## config.mk

```make
export PLATFORM = sky130hd
export DESIGN_NAME = rom_seq_reader
export DESIGN_NICKNAME = d
export VERILOG_FILES = /design/src/rtl/rom_seq_reader_pkg.sv /design/src/rtl/rom_seq_reader.sv
export SDC_FILE = /design/constraint.sdc
export NUM_CORES = 1
export LEC_CHECK = 0
export ABC_AREA = 1
export BUFFER_PORTS_ARGS = -buffer_cell sky130_fd_sc_hd__clkbuf_2
export CAP_MARGIN = 10
export CORE_MARGIN = 2
export CORE_UTILIZATION = 47
export CTS_CLUSTER_DIAMETER = 50
export DETAILED_ROUTE_END_ITERATION = 16
export PLACE_DENSITY = 0.75
export SETUP_SLACK_MARGIN = 0.15
export SLEW_MARGIN = 20
export SYNTH_ARGS = -nofsm -noshare
export SYNTH_HDL_FRONTEND = slang
export SYNTH_SLANG_ARGS = --single-unit
export TNS_END_PERCENT = 20
```

## constraint.sdc

```tcl
create_clock -name clk -period 1.3 [get_ports clk]
set_input_delay 0.13 -clock clk [delete_from_list [all_inputs] [get_ports clk]]
set_output_delay 0.13 -clock clk [all_outputs]
set_load 0.02 [all_outputs]
```

## src/rtl/rom_seq_reader_pkg.sv

```systemverilog
// Shared constants and state encoding for the sequential ROM reader.
package rom_seq_reader_pkg;

    localparam int unsigned ROM_ADDR_W = 2;
    localparam int unsigned ROM_DATA_W = 4;

    localparam logic [1:0] ST_IDLE  = 2'd0;
    localparam logic [1:0] ST_FETCH = 2'd1;
    localparam logic [1:0] ST_SEND  = 2'd2;
    localparam logic [1:0] ST_DONE  = 2'd3;

    typedef enum logic [1:0] {
        IDLE  = ST_IDLE,
        FETCH = ST_FETCH,
        SEND  = ST_SEND,
        DONE  = ST_DONE
    } state_e;

endpackage

```

## src/rtl/rom_seq_reader.sv

```systemverilog
// Scans an asynchronous ROM from address 0 to N-1 and presents each word on a
// valid/ready stream while accumulating an XOR checksum of the accepted words.
module rom_seq_reader
    import rom_seq_reader_pkg::*;
#(
    parameter int unsigned ADDR_W = ROM_ADDR_W,
    parameter int unsigned DATA_W = ROM_DATA_W
) (
    input  logic              clk,
    input  logic              rst,
    input  logic              start,
    output logic [ADDR_W-1:0] rom_addr,
    input  logic [DATA_W-1:0] rom_data,
    output logic              out_valid,
    input  logic              out_ready,
    output logic [DATA_W-1:0] out_data,
    output logic [ADDR_W-1:0] out_addr,
    output logic              busy,
    output logic              done,
    output logic [DATA_W-1:0] checksum
);

    localparam int unsigned        N         = 2 ** ADDR_W;
    localparam logic [ADDR_W-1:0]  LAST_ADDR = ADDR_W'(N - 1);

    state_e            state_q, state_d;
    logic [ADDR_W-1:0] rom_addr_q, rom_addr_d;
    logic [DATA_W-1:0] out_data_q, out_data_d;
    logic [ADDR_W-1:0] out_addr_q, out_addr_d;
    logic [DATA_W-1:0] checksum_q, checksum_d;
    logic              out_valid_q, out_valid_d;
    logic              busy_q, busy_d;
    logic              done_q, done_d;

    // Next-state and output-register logic; busy/done are registered copies
    // of the next state so they line up with the state they describe.
    always_comb begin
        state_d     = state_q;
        rom_addr_d  = rom_addr_q;
        out_data_d  = out_data_q;
        out_addr_d  = out_addr_q;
        checksum_d  = checksum_q;
        out_valid_d = out_valid_q;
        busy_d      = 1'b0;
        done_d      = 1'b0;

        case (state_q)
            IDLE: begin
                if (start) begin
                    checksum_d = '0;
                    rom_addr_d = '0;
                    state_d    = FETCH;
                end
            end
            FETCH: begin
                // ROM has had the whole cycle to settle on rom_addr_q.
                out_data_d  = rom_data;
                out_addr_d  = rom_addr_q;
                checksum_d  = checksum_q ^ rom_data;
                out_valid_d = 1'b1;
                state_d     = SEND;
            end
            SEND: begin
                if (out_ready) begin
                    out_valid_d = 1'b0;
                    if (rom_addr_q == LAST_ADDR) begin
                        state_d = DONE;
                    end else begin
                        rom_addr_d = rom_addr_q + ADDR_W'(1);
                        state_d    = FETCH;
                    end
                end
            end
            DONE: begin
                state_d = IDLE;
            end
            default: begin
                state_d = IDLE;
            end
        endcase

        busy_d = (state_d != IDLE);
        done_d = (state_d == DONE);
    end

    always_ff @(posedge clk) begin
        if (rst) begin
            state_q     <= IDLE;
            rom_addr_q  <= '0;
            out_data_q  <= '0;
            out_addr_q  <= '0;
            checksum_q  <= '0;
            out_valid_q <= 1'b0;
            busy_q      <= 1'b0;
            done_q      <= 1'b0;
        end else begin
            state_q     <= state_d;
            rom_addr_q  <= rom_addr_d;
            out_data_q  <= out_data_d;
            out_addr_q  <= out_addr_d;
            checksum_q  <= checksum_d;
            out_valid_q <= out_valid_d;
            busy_q      <= busy_d;
            done_q      <= done_d;
        end
    end

    assign rom_addr  = rom_addr_q;
    assign out_valid = out_valid_q;
    assign out_data  = out_data_q;
    assign out_addr  = out_addr_q;
    assign busy      = busy_q;
    assign done      = done_q;
    assign checksum  = checksum_q;

endmodule

```

==> results of run 1 <==
==> worst max-delay path by stage <==
| stage | startpoint | endpoint | slack [ps] |
|---|---|---|---|
| finish | rom_addr[0]$_SDFFE_PP0P_ | rom_addr[1]$_SDFFE_PP0P_ | 200 |
| global route | rom_addr[1]$_SDFFE_PP0P_ | rom_addr[0]$_SDFFE_PP0P_ | 130 |
| CTS | rom_addr[0]$_SDFFE_PP0P_ | rom_addr[0]$_SDFFE_PP0P_ | 170 |
| detailed placement | rom_addr[0]$_SDFFE_PP0P_ | rom_addr[0]$_SDFFE_PP0P_ | 190 |
| global placement | rom_addr[0]$_SDFFE_PP0P_ | rom_addr[0]$_SDFFE_PP0P_ | 230 |
| floorplan | rom_addr[0]$_SDFFE_PP0P_ | rom_addr[1]$_SDFFE_PP0P_ | 170 |
==> logic make-up after synthesis <==
kind of cell	after synthesis
compound gates	18
simple gates	37
flops	17
fa+ha+maj	1
xor+xnor	3
buf+inv	12
==> layer usage <==
| metal | GRT usage (%) | part of all wire, % | up-vias |
|---|---|---|---|
| li1 | - | - | 337 |
| met1 | 19.4 | 45 | 297 |
| met2 | 29.5 | 50 | 12 |
| met3 | 3.88 | 3.7 | 2 |
| met4 | 7.50 | 1.2 | 0 |
| met5 | 0 | 0 | - |
==> cell type report <==
class                      instances  area (sq um)  area share [%]
tap                               15          18.8            2.17
clock buffer                       4          26.3            3.03
sequential                        17           342            39.5
multi-input combinational         59           302            34.8
timing repair buffer              26           140            16.2
inverter                          10          37.5            4.34
==> cells in the final DEF, fill, tap and decap left out <==
cell type and count:
inv_1 7, nand2_1 22, o21ai_1 1, buf_4 4, a21oi_2 3, inv_2 3, clkbuf_4 3, nor2_1 8
nor2_4 1, a21oi_1 9, or2_2 1, o21ai_2 1, xor2_1 3, dfxtp_1 16, o21ai_0 4, nor2_2 2
nand3_1 3, dfxtp_2 1, clkbuf_2 22, ha_1 1, clkbuf_1 1
==> where the power goes <==
| part | leakage, nW | internal (mW) | total, mW | switching [mW] |
|---|---|---|---|---|
| clock network | 0.0150 | 0.119 | 0.266 | 0.147 |
| logic | 0.270 | 0.0790 | 0.209 | 0.130 |
| registers | 0.139 | 0.557 | 0.579 | 0.0226 |
==> per-stage QoR <==
step	instances	total power, mW
finish	131	1.05
global route	131	1.11
CTS	128	1.06
detailed placement	124	0.790
global placement	124	0.784
floorplan	88	0.726
==> worst max-delay path, cell delays in order (launching register included) <==
cell and delay (ps):
dfxtp_1 330, ha_1 210, nor2_2 140, nand2_1 110
a21oi_1 150, nor2_1 60
==> timing repair <==
item,CTS,global route
buffers inserted,0,3
setup endpoints to repair,0,8
resized for setup,0,2
==> flip-flops by register name (all words and copies together), names as in the netlist <==
signal	cells
out_valid	1
busy	1
checksum	4
done	1
rom_addr	2
out_addr	2
out_data	4
state_q	2
==> results.cfg, run 1 <==
[timing]
clock_skew_ps = 0.796
worst_slew_pin_slew_ps = 427
setup_slack_ps = 201
period_needed_ps = 1100
post-route-period-util_pct = 84.5
setup_viol = 0
finalHoldViolations = 0
maxSlewViolCount = 0
relSlewSlack_pct = 71.2
rsz0062_at_grt = true
fmax_mhz = 910
timing.hold.ws_ps = 101
setup_tns_ps = 0

[synth]
ys_warn_count = 0
synth_common_cells = 22 x nand2_1, 17 x dfxtp_1, 9 x a21oi_1, 9 x nor2_1, 7 x inv_1
ys_seq_area_share_pct = 49.2
synthCells = 88
synth_top_area_cell = dfxtp_1
synth_top_family_by_area = simple AND/OR/NAND/NOR gates
syn_area_per_cell_sq_um = 7.86
netlist_area_sq_um = 692
synth_ff_type = dfxtp_1
yosys.area_share.simple_pct = 22.4
synth-seq-cells = 17
ys_types = 18
synth_compound_area_share_pct = 15.2
syn-num-nets = 97
synthAdderAreaFrac_pct = 1.81
synth_area_leaders = dfxtp_1 49%, nand2_1 12%, a21oi_1 6.5%
netlist.area_leader.share_pct = 49.2
synth_edf_count = 0
async_flop_share_pct = 0
muxShareOfSynthArea_pct = 0
synth-xor-area-share_pct = 3.80
yosysMostFrequentCell = nand2_1

[global_route]
gr-total-overflow = 0
grt_pass1_vias = 607
antenna_found_initial = 0
grt_pass1_wl_microns = 2340
track_usage_pct = 16.9
grt_max_degree = 12

[routing]
wl_per_cell_microns = 10.4
drtAntennaViolNets = 0
drcViolationCount = 0
wl_microns = 1360
vias_per_cell = 4.95
vias = 648
drt_first_pass_iters = 4
first_iter_violations = 8

[power]
p_per_area_nw_per_um2 = 1220
ir_drop_mv = 0.603
leakage_nw = 0.425

[worst_setup_path]
reg2reg_to = rom_addr[1]$_SDFFE_PP0P_
reg2reg_depth = 5
critPathCaptureType = flip-flop
crit_type = flip-flop to flip-flop
reg2reg_from = rom_addr[0]$_SDFFE_PP0P_
critPathRequiredTime_ps = 1480
crit_arrival_ps = 1270
path_max_fanout = 4
reg2reg_slack_ps = 200
start_kind = flip-flop

[clock_network]
clock_latency_ps = 270
hold_buffers = 0
cts_max_path_buffers = 2
htreeDepth = 1
clock_sink_count = 17
worst_setup_hold_path_clk_slew_ps = 90
cts_tree = yes
cts_buffers = 3
root_buffer = clkbuf_4

[floorplanning]
die_height_microns = 42.4
die_w_microns = 42.4
num_rows = 13
initial_utilization_pct = 51.9
core_area_sq_um = 1330
dieArea_sq_um = 1800
io_pins = 23

[place]
dp_worst_setup_slack_ps = 190
portBuffers = 22
hpwl_microns = 1070
gp_congestion = 0.909
placed_area_sq_um = 813

[final_layout]
area_growth_pct = 25.1
stdcell_area_sq_um = 866
final_core_util_pct = 64.9
n_antenna_cell = 0
fill_cells = 131
drive_above_1_share_pct = 35.3
final_nets = 126

[min_path]
whs_path_depth = 3
worstHoldEndpoint = out_data[3]$_SDFFE_PP0P_
hp-class = primary input to flip-flop
min-delay-start = rom_data[3]

[run_status]
outcome = finished, final reports clean

[run]
drv_cap = 0
Power figures use the tool's default switching activity.
==> inputs of run 2 (changes only) <==
Settings changed: CORE_ASPECT_RATIO from default to 0.8, CORE_UTILIZATION 47 to 42, PLACE_DENSITY 0.75 to 0.71.
Clock period 1.3 ns to 1 ns, I/O delays scaled along.
==> results.cfg, run 2 (same netlist as run 1, synthesis figures left out) <==
[global_route]
gr-total-overflow = 0
grt_pass1_vias = 531
grt_max_degree = 11
track_usage_pct = 15.7
grt_pass1_wl_microns = 2260
antenna_found_initial = 0

[place]
gp_congestion = 0.794
portBuffers = 22
hpwl_microns = 994
dp_worst_setup_slack_ps = -22.0

[timing]
period_needed_ps = 989
finalHoldViolations = 0
rsz0062_at_grt = true
relSlewSlack_pct = 85.8
setup_viol = 0
clock_skew_ps = 4.52
worst_slew_pin_slew_ps = 212
timing.hold.ws_ps = 51.6
post-route-period-util_pct = 98.9
setup_slack_ps = 11.4
fmax_mhz = 1010
maxSlewViolCount = 0

[final_layout]
area_growth_pct = 44.3
drive_above_1_share_pct = 50.4
layout_commonest_cell = nand2_1
final_nets = 125
final_core_util_pct = 62.6
final_cell_mix = 18 x nand2_1, 9 x buf_6, 8 x nor2_1
n_antenna_cell = 0

[floorplanning]
dieArea_sq_um = 1990
num_rows = 13
io_pins = 23
initial_utilization_pct = 43.4
die_height_microns = 40.3
die_w_microns = 49.4
core_area_sq_um = 1590

[min_path]
hp-class = primary input to flip-flop
worstHoldEndpoint = out_data[2]$_SDFFE_PP0P_
min-delay-start = rom_data[2]
whs_path_depth = 3

[power]
power.total_mw = 1.44
ir_drop_mv = 0.752
p_per_area_nw_per_um2 = 1440
leakage_nw = 0.446

[clock_network]
htreeDepth = 1
clock_sink_count = 17
clock_latency_ps = 280
hold_buffers = 0
postCtsSetupBuffers = 0
root_buffer = clkbuf_4
worst_setup_hold_path_clk_slew_ps = 100
cts_tree = yes
cts_max_path_buffers = 2
cts_buffers = 3

[worst_setup_path]
critPathRequiredTime_ps = 1230
slowest_delay_ps = 370
slowest_stage = dfxtp_4
crit_arrival_ps = 1210
reg2reg_slack_ps = 10
critPathBufInv = 0
start_kind = flip-flop
reg2reg_depth = 6
reg2reg_to = rom_addr[1]$_SDFFE_PP0P_
reg2reg_from = rom_addr[1]$_SDFFE_PP0P_
critPathCaptureType = flip-flop
path_cells = ha_4 -> nor2_4 -> nand2_2 -> nand3_1 -> nand2_1 -> nor2_1
critical-path-top-delay-family = simple AND/OR/NAND/NOR gates
crit_type = flip-flop to flip-flop
path_max_fanout = 4

[run_status]
outcome = finished, final reports clean

[routing]
wl_per_cell_microns = 10.8
drcViolationCount = 0
drtAntennaViolNets = 0
wl_microns = 1480
vias = 630
first_iter_violations = 4
vias_per_cell = 4.60
drt_first_pass_iters = 4

[run]
drv_cap = 0
-- run 2: cell types whose count changed in the layout (fill, tap and decap cells not counted), moves of 5 or more --
| cell | delta |
|---|---|
| dfxtp_2 | +5 |
| clkbuf_2 | -15 |
| dfxtp_1 | -9 |
| buf_6 | +9 |
-- run 2: area by class of cell --
cell class,count,area [sq um]
Timing Repair Buffer,25,196
Sequential cell,17,363
Fill cell,149,596
Multi-Input combinational cell,59,345
Tap cell,22,27.5
Clock buffer,4,26.3
Inverter,10,40.0
-- run 2: layer usage --
metal | track usage [%] | up-vias | share of wire, %
li1 | - | 335 | -
met1 | 17.8 | 280 | 43
met2 | 29.1 | 13 | 51
met5 | 0 | - | 0
met4 | 8.33 | 0 | 1.4
met3 | 3.36 | 2 | 4.6
-- run 2: worst max-delay path by stage --
| stage | startpoint | end | cells past startpoint |
|---|---|---|---|
| after floorplan | rom_addr[1]$_SDFFE_PP0P_ | rom_addr[1]$_SDFFE_PP0P_ | 5 |
| after global placement | state_q[0]$_SDFF_PP0_ | checksum[3]$_SDFFE_PP0P_ | 3 |
| after detailed placement | state_q[0]$_SDFF_PP0_ | checksum[0]$_SDFFE_PP0P_ | 3 |
| after CTS | rom_addr[1]$_SDFFE_PP0P_ | rom_addr[1]$_SDFFE_PP0P_ | 6 |
| after global routing | state_q[0]$_SDFF_PP0_ | done$_SDFF_PP0_ | 6 |
| final | rom_addr[1]$_SDFFE_PP0P_ | rom_addr[1]$_SDFFE_PP0P_ | 6 |
-- run 2: what timing repair did --
| action | CTS | global route |
|---|---|---|
| pin swaps | 2 | 4 |
| gates cloned | 0 | 0 |
| resized for setup | 7 | 50 |
| setup endpoints to repair | 32 | 32 |
-- run 2: worst reg2reg max path: stages, from the launching register on --
cell and delay, ps:
dfxtp_4 370, ha_4 160, nor2_4 90, nand2_2 90, nand3_1 80, nand2_1 50, nor2_1 90
-- run 2: through the flow --
step / cell area (sq um) / cells / setup TNS [ps]
2_1_floorplan: 722 / 88 / 0
3_3_place_gp: 867 / 133 / 0
3_5_place_dp: 867 / 133 / -22.0
4_1_cts: 912 / 137 / 0
5_1_grt: 998 / 137 / -223
6_report: 998 / 137 / 0
-- run 2: power breakdown --
part	leakage [nW]	total [mW]	switching, mW	internal [mW]
registers	0.144	0.761	0.0376	0.723
logic	0.287	0.320	0.180	0.140
clock network	0.0150	0.361	0.206	0.155
